## src/rtl/trdb_pkg.sv

```systemverilog
// Shared trace-decoder types: packet format/type codes, decoder FSM states, link sizing.
package trdb_pkg;

    localparam int PAYLOAD_LEN  = 256;
    localparam int P_LEN        = 5;
    localparam int HDR_RSVD_LEN = 3;

    typedef enum logic [1:0] {
        F_OPT_EXT    = 2'd0,
        F_DIFF_DELTA = 2'd1,
        F_ADDR_ONLY  = 2'd2,
        F_SYNC       = 2'd3
    } it_format_e;

    typedef enum logic [3:0] {
        F0SF0 = 4'h0,
        F0SF1 = 4'h1,
        F1    = 4'h4,
        F2    = 4'h8,
        F3SF0 = 4'hC,
        F3SF1 = 4'hD,
        F3SF2 = 4'hE,
        F3SF3 = 4'hF
    } it_packet_type_e;

    typedef enum logic [1:0] {
        IDLE    = 2'd0,
        PAYLOAD = 2'd1,
        DISCARD = 2'd2,
        OUT     = 2'd3
    } trdb_dec_state_e;

    // Type code is {format, subformat}; only sync packets carry a 2-bit subformat.
    function automatic it_packet_type_e trdb_classify(input logic [1:0] fmt,
                                                      input logic [1:0] sf_bits);
        it_packet_type_e t;
        case (fmt)
            F_OPT_EXT:    t = sf_bits[0] ? F0SF1 : F0SF0;
            F_DIFF_DELTA: t = F1;
            F_ADDR_ONLY:  t = F2;
            default:      t = it_packet_type_e'({2'b11, sf_bits});
        endcase
        return t;
    endfunction

endpackage

```

## src/rtl/trdb_packet_decoder.sv

```systemverilog
// Reassembles length-prefixed trace packets from a byte stream and classifies them.
// Latency: pkt_valid_o rises the cycle after the last payload byte; one bubble per packet.
// Backpressure: byte_ready_o low while a decoded packet waits for pkt_ready_i.
module trdb_packet_decoder
    import trdb_pkg::*;
(
    input  logic                   clk_i,
    input  logic                   rst_ni,
    input  logic                   flush_i,
    input  logic                   byte_valid_i,
    output logic                   byte_ready_o,
    input  logic [7:0]             byte_data_i,
    output logic                   pkt_valid_o,
    input  logic                   pkt_ready_i,
    output logic [3:0]             pkt_type_o,
    output logic [P_LEN-1:0]       pkt_len_o,
    output logic [PAYLOAD_LEN-1:0] pkt_payload_o,
    output logic                   err_o
);

    localparam int IDX_W = P_LEN + 3;

    trdb_dec_state_e         state_q;
    logic [P_LEN-1:0]        len_q;
    logic [P_LEN-1:0]        cnt_q;
    logic [PAYLOAD_LEN-1:0]  buf_q;
    logic                    valid_q;
    logic                    err_q;

    logic                    byte_acc;
    logic [P_LEN-1:0]        hdr_len;
    logic [HDR_RSVD_LEN-1:0] hdr_rsvd;
    logic [IDX_W-1:0]        wr_bit;

    assign byte_ready_o = (state_q != OUT);
    assign byte_acc     = byte_valid_i & byte_ready_o;
    assign hdr_len      = byte_data_i[P_LEN-1:0];
    assign hdr_rsvd     = byte_data_i[7:P_LEN];
    assign wr_bit       = {cnt_q, 3'b000};

    always_ff @(posedge clk_i or negedge rst_ni) begin
        if (!rst_ni) begin
            state_q <= IDLE;
            len_q   <= '0;
            cnt_q   <= '0;
            buf_q   <= '0;
            valid_q <= 1'b0;
            err_q   <= 1'b0;
        end else begin
            err_q <= 1'b0;
            if (flush_i) begin
                // Abort wins over everything, including a byte presented this cycle.
                state_q <= IDLE;
                len_q   <= '0;
                cnt_q   <= '0;
                buf_q   <= '0;
                valid_q <= 1'b0;
            end else begin
                case (state_q)
                    IDLE: begin
                        if (byte_acc) begin
                            if (hdr_rsvd != '0) begin
                                err_q   <= 1'b1;
                                cnt_q   <= hdr_len;
                                state_q <= (hdr_len == '0) ? IDLE : DISCARD;
                            end else if (hdr_len == '0) begin
                                err_q <= 1'b1;
                            end else begin
                                buf_q   <= '0;
                                len_q   <= hdr_len;
                                cnt_q   <= '0;
                                state_q <= PAYLOAD;
                            end
                        end
                    end
                    PAYLOAD: begin
                        if (byte_acc) begin
                            buf_q[wr_bit +: 8] <= byte_data_i;
                            cnt_q              <= cnt_q + P_LEN'(1);
                            if (cnt_q == len_q - P_LEN'(1)) begin
                                state_q <= OUT;
                                valid_q <= 1'b1;
                            end
                        end
                    end
                    DISCARD: begin
                        if (byte_acc) begin
                            cnt_q <= cnt_q - P_LEN'(1);
                            if (cnt_q == P_LEN'(1)) begin
                                state_q <= IDLE;
                            end
                        end
                    end
                    OUT: begin
                        if (pkt_ready_i) begin
                            state_q <= IDLE;
                            valid_q <= 1'b0;
                        end
                    end
                    default: state_q <= IDLE;
                endcase
            end
        end
    end

    assign pkt_valid_o   = valid_q;
    assign err_o         = err_q;
    assign pkt_len_o     = len_q;
    assign pkt_payload_o = buf_q;
    assign pkt_type_o    = valid_q ? trdb_classify(buf_q[1:0], buf_q[3:2]) : 4'h0;

endmodule

```

## config.mk

```make
export PLATFORM = sky130hd
export DESIGN_NAME = trdb_packet_decoder
export DESIGN_NICKNAME = d
export VERILOG_FILES = /design/src/rtl/trdb_pkg.sv /design/src/rtl/trdb_packet_decoder.sv
export SDC_FILE = /design/constraint.sdc
export NUM_CORES = 1
export LEC_CHECK = 0
export ABC_CLOCK_PERIOD_IN_PS = 3800
export CAP_MARGIN = 20
export CORE_UTILIZATION = 51
export CTS_BUF_LIST = sky130_fd_sc_hd__clkbuf_8
export DETAILED_ROUTE_END_ITERATION = 8
export HOLD_SLACK_MARGIN = 0.08
export PLACE_DENSITY = 0.81
export SYNTH_ARGS = -nofsm -noshare
export SYNTH_HDL_FRONTEND = slang
export SYNTH_SLANG_ARGS = --single-unit
export TNS_END_PERCENT = 20
```

## constraint.sdc

```tcl
create_clock -name clk_i -period 3.8 [get_ports clk_i]
set_input_delay 0.38 -clock clk_i [delete_from_list [all_inputs] [get_ports clk_i]]
set_output_delay 0.38 -clock clk_i [all_outputs]
set_load 0.005 [all_outputs]
```

==> results.json <==
{
  "rows": 54,
  "wl_microns": 36900,
  "final_hold_slack_ns": 0.4252,
  "placedInstanceArea_sq_um": 14620,
  "cts.repair_timing.setup_buffer_count": 0,
  "timing.max_cap.violations": 0,
  "post_route_cells_drive_above_1_share_pct": 12.49,
  "drt_iter0_markers": 853,
  "gr-usage-met3_pct": 10.24,
  "core_area_sq_um": 21890,
  "setup_viol_count_final": 0,
  "detail_route.first_pass.iterations": 5,
  "postRouteAntennaNets": 0,
  "cts_tree": "built",
  "postSynthCellCount": 870,
  "die_h_microns": 151.8,
  "antenna_found_initial": 0,
  "timing.critical_path.arrival_ns": 3.61,
  "critPathCaptureType": "flip-flop",
  "grt_first_pass_wirelength_microns": 56060,
  "timing.reg2reg.setup_slack_ns": 0.68,
  "syn_to_final_growth_pct": 36.56,
  "power.switching_fraction_pct": 30.88,
  "power_switching_mw": 2.183,
  "synth_seq_cells": 270,
  "final_nets": 1193,
  "post_drt_wl_per_cell_microns": 24.91,
  "gp_congestion": 0.8870,
  "worst-setup-path-type": "flip-flop to flip-flop",
  "route.detailed.vias_per_inst": 6.436,
  "synth_seq_area_share_pct": 59.06,
  "clockBufferDepth": 3,
  "clkSlewWorstSetupHoldPaths_ns": 0.07,
  "worst_hold_path_type": "input port to async pin",
  "final_max_slew_viol_count": 0,
  "dr_total_vias": 9531,
  "tns_ns": 0,
  "p_per_area_nw_per_um2": 452.6,
  "seq_power_share_pct": 41.9,
  "antenna_cells_inserted": 0,
  "cp.buffers_inverters": 1,
  "share_clk_of_total_power_pct": 40.0,
  "cts.root.buffer_cell": "sky130_fd_sc_hd__clkbuf_8",
  "post-route-drc-count": 0,
  "crit_required_ns": 4.28,
  "cts.htree.levels": 2,
  "internal_power_mw": 4.887,
  "effective_utilization_at_floorplan_pct": 52.26,
  "syn_area_per_cell_sq_um": 13.15,
  "synthesis.yosys.warnings": 0,
  "global_route.overflow_total": 0,
  "gr-max-usage-layer": "met2",
  "peakVddDrop_mv": 0.3246,
  "postSynth.topFlopCell": "sky130_fd_sc_hd__dfrtp_1",
  "port_buffers": 280,
  "globalRouteMet1Util_pct": 42.08,
  "die_x_microns": 151.8,
  "floorplan.io_pins": 281,
  "p_leak_nw": 6.499,
  "post_synth_num_cell_types": 69,
  "worstPathCellList": "inv_1, ha_1, nor3b_1, o21ai_1, o2111ai_2, nor2_1, a32o_1",
  "synthesis.area_sq_um": 11440,
  "dp_hpwl_microns": 24120,
  "timing.clock.skew_ns": 0.02559,
  "slew_at_the_pin_with_the_worst_max_slew_slack_ns": 1.003,
  "cpLargestDelayFamily": "compound AO/OA/AOI/OAI gates",
  "clock_latency_at_the_later_pin_of_the_worst_skew_pair_ns": 0.55,
  "grtUsageTotal_pct": 32.36,
  "cts-buffers-inserted": 44,
  "clock_sinks": 270,
  "max-slew-margin-rel_pct": 31.24,
  "die_area_sq_um": 23030,
  "design_area_sq_um": 15620,
  "final_period_minus_worst_setup_slack_ns": 3.124,
  "critical_path.startpoint_type": "flip-flop",
  "maxClockFrequency_ghz": 0.3201,
  "syn-num-nets": 896,
  "grt_pass1_vias": 9490,
  "worst_path_max_delay_cell": "sky130_fd_sc_hd__dfrtp_1",
  "finalCoreUtilization_pct": 71.36,
  "async_reset_ff_share_pct": 100.0,
  "logic_gate_share_of_total_power_pct": 18.1,
  "worst_path_largest_cell_delay_ns": 0.63,
  "pin_count_of_the_biggest_net_entering_global_routing": 106,
  "globalRouteMet2Util_pct": 49.86,
  "rsz0062_at_grt": "false",
  "fraction_of_the_cycle_the_final_worst_path_needs_pct": 82.21,
  "synth-edff-count": 0,
  "critical_path.max_fanout": 12,
  "final_hold_viol_count": 0,
  "status": "finished clean"
}
metal layers:
metal  share of wire (%)  wire length, microns
met1                  40                 14600
met2                  47                 17300
met3                 9.8                  3609
met4                 3.7                  1382
met5                   0                     0
layout by cell type (no fill, tap or decap), types with 3 or more instances in the layout:
cell type and count:
sky130_fd_sc_hd__and4_1 3, sky130_fd_sc_hd__clkinv_2 10, sky130_fd_sc_hd__nor2b_1 3, sky130_fd_sc_hd__o2bb2ai_1 120, sky130_fd_sc_hd__clkbuf_8 57, sky130_fd_sc_hd__nand3b_1 3
sky130_fd_sc_hd__xnor2_1 5, sky130_fd_sc_hd__o211ai_1 5, sky130_fd_sc_hd__nor2_1 28, sky130_fd_sc_hd__inv_1 18, sky130_fd_sc_hd__nand3_4 5, sky130_fd_sc_hd__nor3b_1 6
sky130_fd_sc_hd__and3_1 6, sky130_fd_sc_hd__nor3_1 9, sky130_fd_sc_hd__buf_4 28, sky130_fd_sc_hd__bufinv_16 4, sky130_fd_sc_hd__buf_12 3, sky130_fd_sc_hd__ha_1 13
sky130_fd_sc_hd__dfrtp_1 270, sky130_fd_sc_hd__clkdlybuf4s50_1 279, sky130_fd_sc_hd__a32o_1 128, sky130_fd_sc_hd__nand2b_1 7, sky130_fd_sc_hd__nand4_1 4, sky130_fd_sc_hd__a22o_1 8
sky130_fd_sc_hd__nand3_2 4, sky130_fd_sc_hd__mux2i_1 4, sky130_fd_sc_hd__and4b_1 4, sky130_fd_sc_hd__o21ai_0 12, sky130_fd_sc_hd__o21ai_2 14, sky130_fd_sc_hd__mux2_2 3
sky130_fd_sc_hd__nand2_1 55, sky130_fd_sc_hd__and2_1 16, sky130_fd_sc_hd__nand4_4 4, sky130_fd_sc_hd__a211oi_1 5, sky130_fd_sc_hd__a21oi_1 4, sky130_fd_sc_hd__xor2_1 5
synth_stat cells (6+ instances only):
| master | number | area [sq um] |
|---|---|---|
| sky130_fd_sc_hd__buf_2 | 10 | 50.05 |
| sky130_fd_sc_hd__o2bb2ai_1 | 120 | 1051 |
| sky130_fd_sc_hd__nor3b_1 | 6 | 45.04 |
| sky130_fd_sc_hd__inv_1 | 11 | 41.29 |
| sky130_fd_sc_hd__and2_1 | 16 | 100.1 |
| sky130_fd_sc_hd__and3_1 | 6 | 37.54 |
| sky130_fd_sc_hd__nor2_1 | 28 | 105.1 |
| sky130_fd_sc_hd__xnor2_1 | 6 | 52.55 |
| sky130_fd_sc_hd__o21ai_2 | 14 | 122.6 |
| sky130_fd_sc_hd__nand2b_1 | 7 | 43.79 |
| sky130_fd_sc_hd__ha_1 | 13 | 162.7 |
| sky130_fd_sc_hd__a22o_1 | 8 | 70.07 |
| sky130_fd_sc_hd__clkbuf_1 | 40 | 150.1 |
| sky130_fd_sc_hd__dfrtp_1 | 270 | 6756 |
| sky130_fd_sc_hd__buf_1 | 7 | 26.28 |
| sky130_fd_sc_hd__o21ai_0 | 12 | 60.06 |
| sky130_fd_sc_hd__a32o_1 | 128 | 1281 |
| sky130_fd_sc_hd__nor3_1 | 9 | 45.04 |
| sky130_fd_sc_hd__nand2_1 | 56 | 210.2 |
logic make-up after synthesis:
logic type               synth area share (%)
buffers and inverters                   2.734
flip-flops                              59.06
XOR/XNOR                               0.8422
adder cells (fa/ha/maj)                 1.422
multiplexers                           0.6453
AO/OA/AOI/OAI                           25.89
AND/OR/NAND/NOR                         9.406
power groups by stage:
stage,clock (mW),sequential [mW],combinational [mW]
after floorplan,0,2.98,0.895
after global placement,0,3.01,1.24
after detailed placement,0,3.01,1.25
after CTS,2.85,2.96,1.26
after global routing,2.98,2.97,1.38
final,2.83,2.96,1.28
flip-flops by register name, summed over array words and instances (netlist names):
signal / flops
pkt_len_o: 5
state_q: 2
cnt_q: 5
pkt_valid_o: 1
pkt_payload_o: 256
err_o: 1
repair_timing:
| item | in CTS | in global routing |
|---|---|---|
| endpoints found under the hold margin | 102 | 0 |
| hold buffers | 1 | 0 |
| endpoints found under the setup margin | 0 | 0 |
| resized for setup | 0 | 0 |
per-stage QoR:
step | setup slack (ns) | power [mW] | cells
3_5_place_dp | 0.6383 | 4.265 | 1400
6_report | 0.6761 | 7.070 | 1481
3_3_place_gp | 0.7530 | 4.253 | 1400
5_1_grt | 0.4330 | 7.332 | 1481
2_1_floorplan | 1.131 | 3.873 | 870
4_1_cts | 0.7542 | 7.077 | 1481
worst paths after layout:
check,from,end,depth (start not counted)
max in group asynchronous,rst_ni,pkt_payload_o[207]$_DFFE_PN0P_,3
hold reg to reg,pkt_payload_o[219]$_DFFE_PN0P_,pkt_payload_o[219]$_DFFE_PN0P_,1
min in group clk_i,pkt_payload_o[219]$_DFFE_PN0P_,pkt_payload_o[219]$_DFFE_PN0P_,1
setup reg to reg,cnt_q[1]$_DFFE_PN0P_,pkt_payload_o[68]$_DFFE_PN0P_,7
setup / recovery,cnt_q[1]$_DFFE_PN0P_,pkt_payload_o[68]$_DFFE_PN0P_,7
hold / removal,rst_ni,pkt_payload_o[20]$_DFFE_PN0P_,2
worst register-to-register path: cells and delay by family, from the launching register on:
| family | cells | cell delay [ns] |
|---|---|---|
| buffers and inverters | 1 | 0.22 |
| AOI/OAI and AO/OA | 3 | 1.13 |
| and+or+nand+nor | 2 | 0.76 |
| adders and majority gates | 1 | 0.31 |
| DFF | 1 | 0.63 |
cell type report:
class | instances | area (sq um)
Sequential cell | 270 | 6756
Fill cell | 1537 | 6269
Clock inverter | 23 | 212.7
Tap cell | 280 | 350.3
Multi-Input combinational cell | 527 | 4385
Inverter | 12 | 45.04
Timing Repair Buffer | 312 | 3088
Clock buffer | 57 | 784.5
Power figures use the tool's default switching activity.
